$ cat config.mk
export PLATFORM = sky130hd
export DESIGN_NAME = id_hazard_ctrl
export DESIGN_NICKNAME = d
export VERILOG_FILES = /design/src/rtl/id_hazard_ctrl_pkg.sv /design/src/rtl/id_hazard_ctrl_load_scoreboard.sv /design/src/rtl/id_hazard_ctrl.sv
export SDC_FILE = /design/constraint.sdc
export NUM_CORES = 1
export LEC_CHECK = 0
export CAP_MARGIN = 10
export CORE_MARGIN = 10
export CORE_UTILIZATION = 35
export DETAILED_ROUTE_END_ITERATION = 7
export SETUP_SLACK_MARGIN = 0.02
export SYNTH_ARGS = -nofsm -noshare
export SYNTH_HDL_FRONTEND = slang
export SYNTH_SLANG_ARGS = --single-unit
$ cat constraint.sdc
create_clock -name i_clk -period 4.2 [get_ports i_clk]
set_input_delay 0.84 -clock i_clk [delete_from_list [all_inputs] [get_ports i_clk]]
set_output_delay 0.84 -clock i_clk [all_outputs]
set_load 0.02 [all_outputs]
$ cat src/rtl/id_hazard_ctrl_pkg.sv
`default_nettype none
// +----------------------------------------------------------------------------+
// | id_hazard_ctrl_pkg : shared decode-stage hazard control types              |
// | Rev 1.0                                                                    |
// +----------------------------------------------------------------------------+
package id_hazard_ctrl_pkg;

  typedef enum logic [1:0] {
    HZ_RST_HOLD = 2'd0,
    HZ_RUN      = 2'd1,
    HZ_FLUSH    = 2'd2
  } hz_state_t;

  localparam logic [4:0] REG_X0 = 5'd0;

endpackage
`default_nettype wire

$ cat src/rtl/id_hazard_ctrl_load_scoreboard.sv
`default_nettype none
// +----------------------------------------------------------------------------+
// | load_scoreboard : pending-load bit per register plus in-flight load count  |
// | Rev 1.0                                                                    |
// +----------------------------------------------------------------------------+
module load_scoreboard
  import id_hazard_ctrl_pkg::*;
#(
  parameter int MAX_LOADS = 4,
  localparam int CW = $clog2(MAX_LOADS + 1)
) (
  input  logic          i_clk,
  input  logic          i_rst_n,
  input  logic          i_set,
  input  logic [4:0]    i_set_rd,
  input  logic          i_clr,
  input  logic [4:0]    i_clr_rd,
  input  logic [4:0]    i_rs1,
  input  logic [4:0]    i_rs2,
  input  logic [4:0]    i_rd,
  output logic          o_pend_rs1,
  output logic          o_pend_rs2,
  output logic          o_pend_rd,
  output logic          o_full,
  output logic [CW-1:0] o_count
);

  localparam logic [CW-1:0] c_max = CW'(MAX_LOADS);

  logic [31:0]   r_pend;
  logic [CW-1:0] r_count;

  always_ff @(posedge i_clk or negedge i_rst_n) begin
    if (!i_rst_n) begin
      r_pend  <= '0;
      r_count <= '0;
    end else begin
      // Clear first so a same-index set in the same cycle wins.
      if (i_clr) r_pend[i_clr_rd] <= 1'b0;
      if (i_set && (i_set_rd != REG_X0)) r_pend[i_set_rd] <= 1'b1;

      case ({i_set, i_clr})
        2'b10: if (r_count != c_max) r_count <= r_count + 1'b1;
        2'b01: if (r_count != '0)    r_count <= r_count - 1'b1;
        default: ;
      endcase
    end
  end

  assign o_pend_rs1 = r_pend[i_rs1];
  assign o_pend_rs2 = r_pend[i_rs2];
  assign o_pend_rd  = r_pend[i_rd];
  assign o_full     = (r_count == c_max);
  assign o_count    = r_count;

  a_no_underflow: assert property (@(posedge i_clk) disable iff (!i_rst_n)
    (i_clr && !i_set) |-> (r_count != '0))
    else $error("load writeback with no load in flight");

endmodule
`default_nettype wire

$ cat src/rtl/id_hazard_ctrl.sv
`default_nettype none
// +----------------------------------------------------------------------------+
// | id_hazard_ctrl : decode-stage issue / stall / squash sequencing            |
// | Rev 1.0                                                                    |
// +----------------------------------------------------------------------------+
module id_hazard_ctrl
  import id_hazard_ctrl_pkg::*;
#(
  parameter int MAX_LOADS    = 4,
  parameter int FLUSH_CYCLES = 2,
  localparam int CW = $clog2(MAX_LOADS + 1)
) (
  input  logic          i_clk,
  input  logic          i_rst_n,
  input  logic          i_id_valid,
  input  logic [4:0]    i_id_rs1,
  input  logic [4:0]    i_id_rs2,
  input  logic          i_id_uses_rs1,
  input  logic          i_id_uses_rs2,
  input  logic [4:0]    i_id_rd,
  input  logic          i_id_is_reg_write,
  input  logic          i_id_is_load,
  input  logic          i_ex_redirect,
  input  logic          i_mem_busy,
  input  logic          i_wb_load_done,
  input  logic [4:0]    i_wb_load_rd,
  output logic          o_issue,
  output logic          o_pc_stall,
  output logic          o_ifid_stall,
  output logic          o_ifid_flush,
  output logic          o_idex_bubble,
  output logic          o_exmem_stall,
  output logic [CW-1:0] o_loads_inflight
);

  localparam int FCW = $clog2(FLUSH_CYCLES + 1);
  localparam logic [FCW-1:0] c_flush_load = FCW'(FLUSH_CYCLES);

  hz_state_t      r_state, w_state_nxt;
  logic [FCW-1:0] r_flush_cnt, w_flush_cnt_nxt;

  logic w_pend_rs1, w_pend_rs2, w_pend_rd, w_full;
  logic w_hazard;

  load_scoreboard #(.MAX_LOADS(MAX_LOADS)) u_sb (
    .i_clk      (i_clk),
    .i_rst_n    (i_rst_n),
    .i_set      (o_issue & i_id_is_load),
    .i_set_rd   (i_id_rd),
    .i_clr      (i_wb_load_done),
    .i_clr_rd   (i_wb_load_rd),
    .i_rs1      (i_id_rs1),
    .i_rs2      (i_id_rs2),
    .i_rd       (i_id_rd),
    .o_pend_rs1 (w_pend_rs1),
    .o_pend_rs2 (w_pend_rs2),
    .o_pend_rd  (w_pend_rd),
    .o_full     (w_full),
    .o_count    (o_loads_inflight)
  );

  // Destination check guards WAW against an older load still outstanding.
  assign w_hazard = (i_id_uses_rs1     && (i_id_rs1 != REG_X0) && w_pend_rs1)
                  | (i_id_uses_rs2     && (i_id_rs2 != REG_X0) && w_pend_rs2)
                  | (i_id_is_reg_write && (i_id_rd  != REG_X0) && w_pend_rd)
                  | (i_id_is_load      && w_full);

  always_ff @(posedge i_clk or negedge i_rst_n) begin
    if (!i_rst_n) begin
      r_state     <= HZ_RST_HOLD;
      r_flush_cnt <= '0;
    end else begin
      r_state     <= w_state_nxt;
      r_flush_cnt <= w_flush_cnt_nxt;
    end
  end

  always_comb begin
    w_state_nxt     = r_state;
    w_flush_cnt_nxt = r_flush_cnt;
    o_issue         = 1'b0;
    o_pc_stall      = 1'b0;
    o_ifid_stall    = 1'b0;
    o_ifid_flush    = 1'b0;
    o_idex_bubble   = 1'b0;
    o_exmem_stall   = i_mem_busy;

    // A busy memory freezes the whole back-end, including the flush countdown.
    case (r_state)
      HZ_RST_HOLD: w_state_nxt = HZ_RUN;
      HZ_RUN: begin
        if (i_ex_redirect && !i_mem_busy) begin
          w_state_nxt     = HZ_FLUSH;
          w_flush_cnt_nxt = c_flush_load;
        end
      end
      HZ_FLUSH: begin
        if (!i_mem_busy) begin
          if (i_ex_redirect) begin
            w_flush_cnt_nxt = c_flush_load;
          end else if (r_flush_cnt <= FCW'(1)) begin
            w_state_nxt     = HZ_RUN;
            w_flush_cnt_nxt = '0;
          end else begin
            w_flush_cnt_nxt = r_flush_cnt - 1'b1;
          end
        end
      end
      default: w_state_nxt = HZ_RST_HOLD;
    endcase

    if (r_state == HZ_RST_HOLD) begin
      o_ifid_flush  = 1'b1;
      o_idex_bubble = 1'b1;
    end else if (i_mem_busy) begin
      o_pc_stall   = 1'b1;
      o_ifid_stall = 1'b1;
    end else if (i_ex_redirect || (r_state == HZ_FLUSH)) begin
      o_ifid_flush  = 1'b1;
      o_idex_bubble = 1'b1;
    end else if (i_id_valid && w_hazard) begin
      o_pc_stall    = 1'b1;
      o_ifid_stall  = 1'b1;
      o_idex_bubble = 1'b1;
    end else if (i_id_valid) begin
      o_issue = 1'b1;
    end else begin
      o_idex_bubble = 1'b1;
    end
  end

endmodule
`default_nettype wire

==> Flow_metrics.wiki <==
{| class="wikitable"
! Metric !! Value
|-
| Clock Sink Count || 39
|-
| Die Y-Extent || 110 um
|-
| Result of the run || complete, no violations
|-
| Switching power share of the total || 31.4%
|-
| Layout overhead on the synthesized area || 27.5%
|-
| Slowest stage delay, CP || around 450 ps
|-
| Clock share of power || between 30% and 40%
|-
| Portion of synthesized cell area occupied by the leading cell type || between 30% and 40%
|-
| Final WL || approximately 8600 um
|-
| Share of the cycle needed by the critical path after routing || 97.0%
|-
| Comb pwr share || a little under a third
|-
| Number of standard cells after synthesis || roughly 300
|-
| Number of failing setup endpoints in the final timing report || 0
|-
| Worst setup EP type || output port
|-
| Synth warn || 0
|-
| Number of hold-slack violations in the final timing report || 0
|-
| Count of unresolved DRC violations after routing || 0
|-
| Worst-Margin Slew || between 800 and 900 ps
|-
| Hold Buf Count CTS || 0
|-
| Commonest cells after routing, fill and taps aside || sky130_fd_sc_hd__nand2_1 (41), sky130_fd_sc_hd__o21ai_0 (39), sky130_fd_sc_hd__dfrtp_1 (39), sky130_fd_sc_hd__clkdlybuf4s50_1 (31), sky130_fd_sc_hd__buf_4 (31)
|-
| Worst vdd rail ir drop || 131 uV
|-
| Unrepaired setup endpoints after global routing || true
|-
| Power consumption || roughly 0.0012 W
|-
| Number of buffers created by CTS || 5
|-
| CP top delay family || buffers and inverters
|-
| Final critical path time including I/O delays and setup || slightly above 4000 ps
|-
| Maximum number of pins on one net before global-route repair || 40
|-
| First-pass GRT wire length || 13,900 um
|-
| Final setup slack of the worst path || approximately 130 ps
|-
| Clock-pin slew on the worst setup and hold paths || 80 ps
|-
| Top cells by area, synth || sky130_fd_sc_hd__dfrtp_1 (35%), sky130_fd_sc_hd__mux4_2 (10%), sky130_fd_sc_hd__o21ai_0 (6.9%)
|-
| Global-route usage over all layers || 14.8%
|-
| Number of DRC violations after detailed-routing iteration 0 || just under 200
|-
| Post-detail-place hpwl || between 6000 and 7000 um
|-
| Total buffers and inverters traversed by the critical path || 4
|-
| Crit path max fanout || 9
|-
| Clk_skew || between 5 and 6 ps
|-
| Number of pins exceeding their max-slew limit in the final report || 0
|-
| Post-CTS Setup Bufs || 0
|-
| FF+latch count, synth || 39
|-
| Number of max-capacitance violations reported || 0
|-
| DIE AREA || between 10,000 and 15,000 um2
|-
| Cell repeated most along the worst path || sky130_fd_sc_hd__buf_4
|-
| Post-route antenna net violation count || 0
|-
| P_int || between 0.0008 and 0.0009 W
|-
| Placeable core region || 7770 um2
|-
| Critical Path, Cell by Cell || clkdlybuf4s50_1 -> buf_4 -> mux2_2 -> a222oi_1 -> and3_1 -> o31ai_2 -> buf_4 -> o31a_1 -> dlygate4sd2_1
|-
| Area taken by flip-flops and latches || ~1000 um2
|-
| Pwr Density || approximately 340 nW/um2
|-
| Via count normalized by instance count || 5.68
|-
| Syn Nets || between 300 and 400
|-
| Average wire length per cell after detail routing || 18.7 um
|-
| HP Class || flop to flop
|-
| Cell type of the slowest stage on the worst timing path || sky130_fd_sc_hd__clkdlybuf4s50_1
|-
| Most common library cell in the layout ignoring fill and taps || sky130_fd_sc_hd__nand2_1
|-
| Commonest register cell after synthesis || sky130_fd_sc_hd__dfrtp_1
|-
| Core utilization of the finished layout || a little under half
|-
| Filler Cells Inserted || between 700 and 800
|-
| P_leak || between 1.5 and 2 nW
|-
| Post-route setup TNS || 0 ps
|-
| Endpoint required time on the critical path || 3360 ps
|-
| Later-pin clock latency in the skew report || roughly 300 ps
|-
| Share of cells above drive strength 1 || a little over a fifth
|-
| Number of library cell types mapped by synthesis || 51
|-
| CTS HTree Levels || 2
|-
| Kind of start point of the critical path || primary input
|-
| Sequential share of the synthesized area || 34.6%
|-
| Global placer's final weighted congestion || 0.913
|-
| Syn avg cell area || around 9.3 um2
|-
| Initial Util || between 30% and 40%
|-
| Overflow after GRT || 0
|-
| Root Driver || sky130_fd_sc_hd__clkbuf_8
|-
| Port Buffer Count || 38
|-
| Site row count || 32
|-
| Detailed-routing iteration count for the pre-antenna-repair pass || 4
|-
| Number of global-route vias before repair || 2,603
|-
| Maximum buffer depth of the clock tree || 2
|-
| IO Pins || 39
|-
| Post-synth design cell area || approximately 2800 um2
|-
| Area used by multi-input combinational logic || about 1700 um2
|-
| Post-placement setup slack || -198 ps
|-
| Reg power frac || between 30% and 40%
|-
| EDFF count, synth || 0
|-
| Fraction of registers with async set/reset || 100%
|-
| Type of the setup path with the least slack || primary input to output port
|-
| Maximum achievable frequency || 245 MHz
|-
| Cell taking the most area after synthesis || sky130_fd_sc_hd__dfrtp_1
|-
| Number of nets in the final layout || around 390
|-
| Die Wd || between 100 and 150 um
|-
| Antenna violations before repair || 0
|-
| Data arrival at the endpoint of the critical path || between 3000 and 4000 ps
|-
| Worst slew margin || between 40% and 50%
|-
| Antenna diode count || 0
|-
| CTS tree || yes
|-
| Via count || approximately 2,600
|-
| Total net switching power || slightly below 0.0004 W
|}
## state kept, by name, indices dropped and copies added, names as in the netlist
register / flops
u_sb.r_pend: 32
r_state: 2
u_sb.o_count: 3
r_flush_cnt: 2
## through the flow
stage | instance area (um2) | hold slack, ps | std cells
floorplan | 2820 | 475 | 303
global placement | 3460 | 517 | 453
detailed placement | 3460 | 522 | 453
CTS | 3590 | 533 | 461
global route | 3600 | 576 | 461
finish | 3600 | 528 | 461
## cell families (layout without fill, tap and decap cells)
kind of cell | count (synthesis) | count (layout) | share of synthesized area (%)
AO/OA/AOI/OAI | 100 | 100 | 20.7
AND/OR/NAND/NOR | 86 | 86 | 16.2
multiplexers | 39 | 39 | 20.3
flip-flops | 39 | 39 | 34.6
buffers and inverters | 33 | 89 | 5.76
adder cells (fa/ha/maj) | 3 | 3 | 1.60
XOR/XNOR | 3 | 3 | 0.931
## path summary, 6_finish.rpt
| path | start | end | slack, ps | cells past startpoint |
|---|---|---|---|---|
| worst max-delay path | i_id_rd[0] | o_ifid_stall | 130 | 9 |
| worst min-delay path | u_sb.o_count[2] | u_sb.o_count[2] | 530 | 1 |
| worst max register to register | u_sb.r_pend[11] | u_sb.o_count[2] | 1200 | 11 |
| worst min register to register | u_sb.o_count[2] | u_sb.o_count[2] | 530 | 1 |
| max in group asynchronous | i_rst_n | r_state[0] | 3000 | 1 |
| min in group asynchronous | i_rst_n | u_sb.r_pend[12] | 660 | 1 |
## cell usage after synthesis (2+ instances only)
library cell and count:
sky130_fd_sc_hd__nand3b_1 7, sky130_fd_sc_hd__mux2i_1 11, sky130_fd_sc_hd__buf_2 4, sky130_fd_sc_hd__xor2_1 2, sky130_fd_sc_hd__o21ai_1 28, sky130_fd_sc_hd__nor3_1 2
sky130_fd_sc_hd__a21oi_1 8, sky130_fd_sc_hd__clkbuf_1 8, sky130_fd_sc_hd__inv_1 11, sky130_fd_sc_hd__buf_6 3, sky130_fd_sc_hd__nor2_1 8, sky130_fd_sc_hd__o21ai_0 39
sky130_fd_sc_hd__nand3_1 4, sky130_fd_sc_hd__a22oi_1 4, sky130_fd_sc_hd__nor2b_1 3, sky130_fd_sc_hd__buf_4 3, sky130_fd_sc_hd__mux4_2 13, sky130_fd_sc_hd__o21a_1 2
sky130_fd_sc_hd__or3_1 4, sky130_fd_sc_hd__o221ai_1 4, sky130_fd_sc_hd__and3b_1 2, sky130_fd_sc_hd__nand2_1 41, sky130_fd_sc_hd__dfrtp_1 39, sky130_fd_sc_hd__buf_1 4
sky130_fd_sc_hd__ha_1 2, sky130_fd_sc_hd__or3b_2 3, sky130_fd_sc_hd__a31oi_1 2, sky130_fd_sc_hd__nor3b_1 3, sky130_fd_sc_hd__and3_1 3, sky130_fd_sc_hd__mux2_2 15
## layout make-up
type | count | share of cell area (%)
Multi-Input combinational cell | 231 | 46.9
Sequential cell | 39 | 27.1
Timing Repair Buffer | 70 | 17.5
Tap cell | 102 | 3.55
Clock buffer | 5 | 1.91
Clock inverter | 3 | 1.88
Inverter | 11 | 1.15
## worst register-to-register path: cells and delay by family, from the launching register on
family          cells  cell delay, ps
compound gates      2             480
xor+xnor            2             260
fa+ha+maj           2             650
buf+inv             1             110
flops               1             450
mux                 2             750
simple gates        2             200
## repair_timing
item                                    CTS  global route
resized for setup                         4             3
pin swaps                                 0             0
endpoints found under the setup margin    4             4
endpoints found under the hold margin     0             0
## power groups by stage
stage / logic (W) / clock network (W) / registers [W]
detailed placement: 0.000389 / 0 / 0.000491
global route: 0.000419 / 0.000395 / 0.000494
finish: 0.000378 / 0.000376 / 0.000484
global placement: 0.000381 / 0 / 0.000490
floorplan: 0.000222 / 0 / 0.000484
CTS: 0.000382 / 0.000382 / 0.000484
## per-layer routing
| metal | up-vias | track usage (%) | part of all wire, % |
|---|---|---|---|
| li1 | 1233 | - | - |
| met1 | 1268 | 20.0 | 45 |
| met2 | 108 | 22.5 | 44 |
| met3 | 11 | 3.04 | 9.1 |
| met4 | 0 | 5.86 | 2.1 |
| met5 | - | 0 | 0 |
No activity file was read; power rests on OpenSTA's default activity.
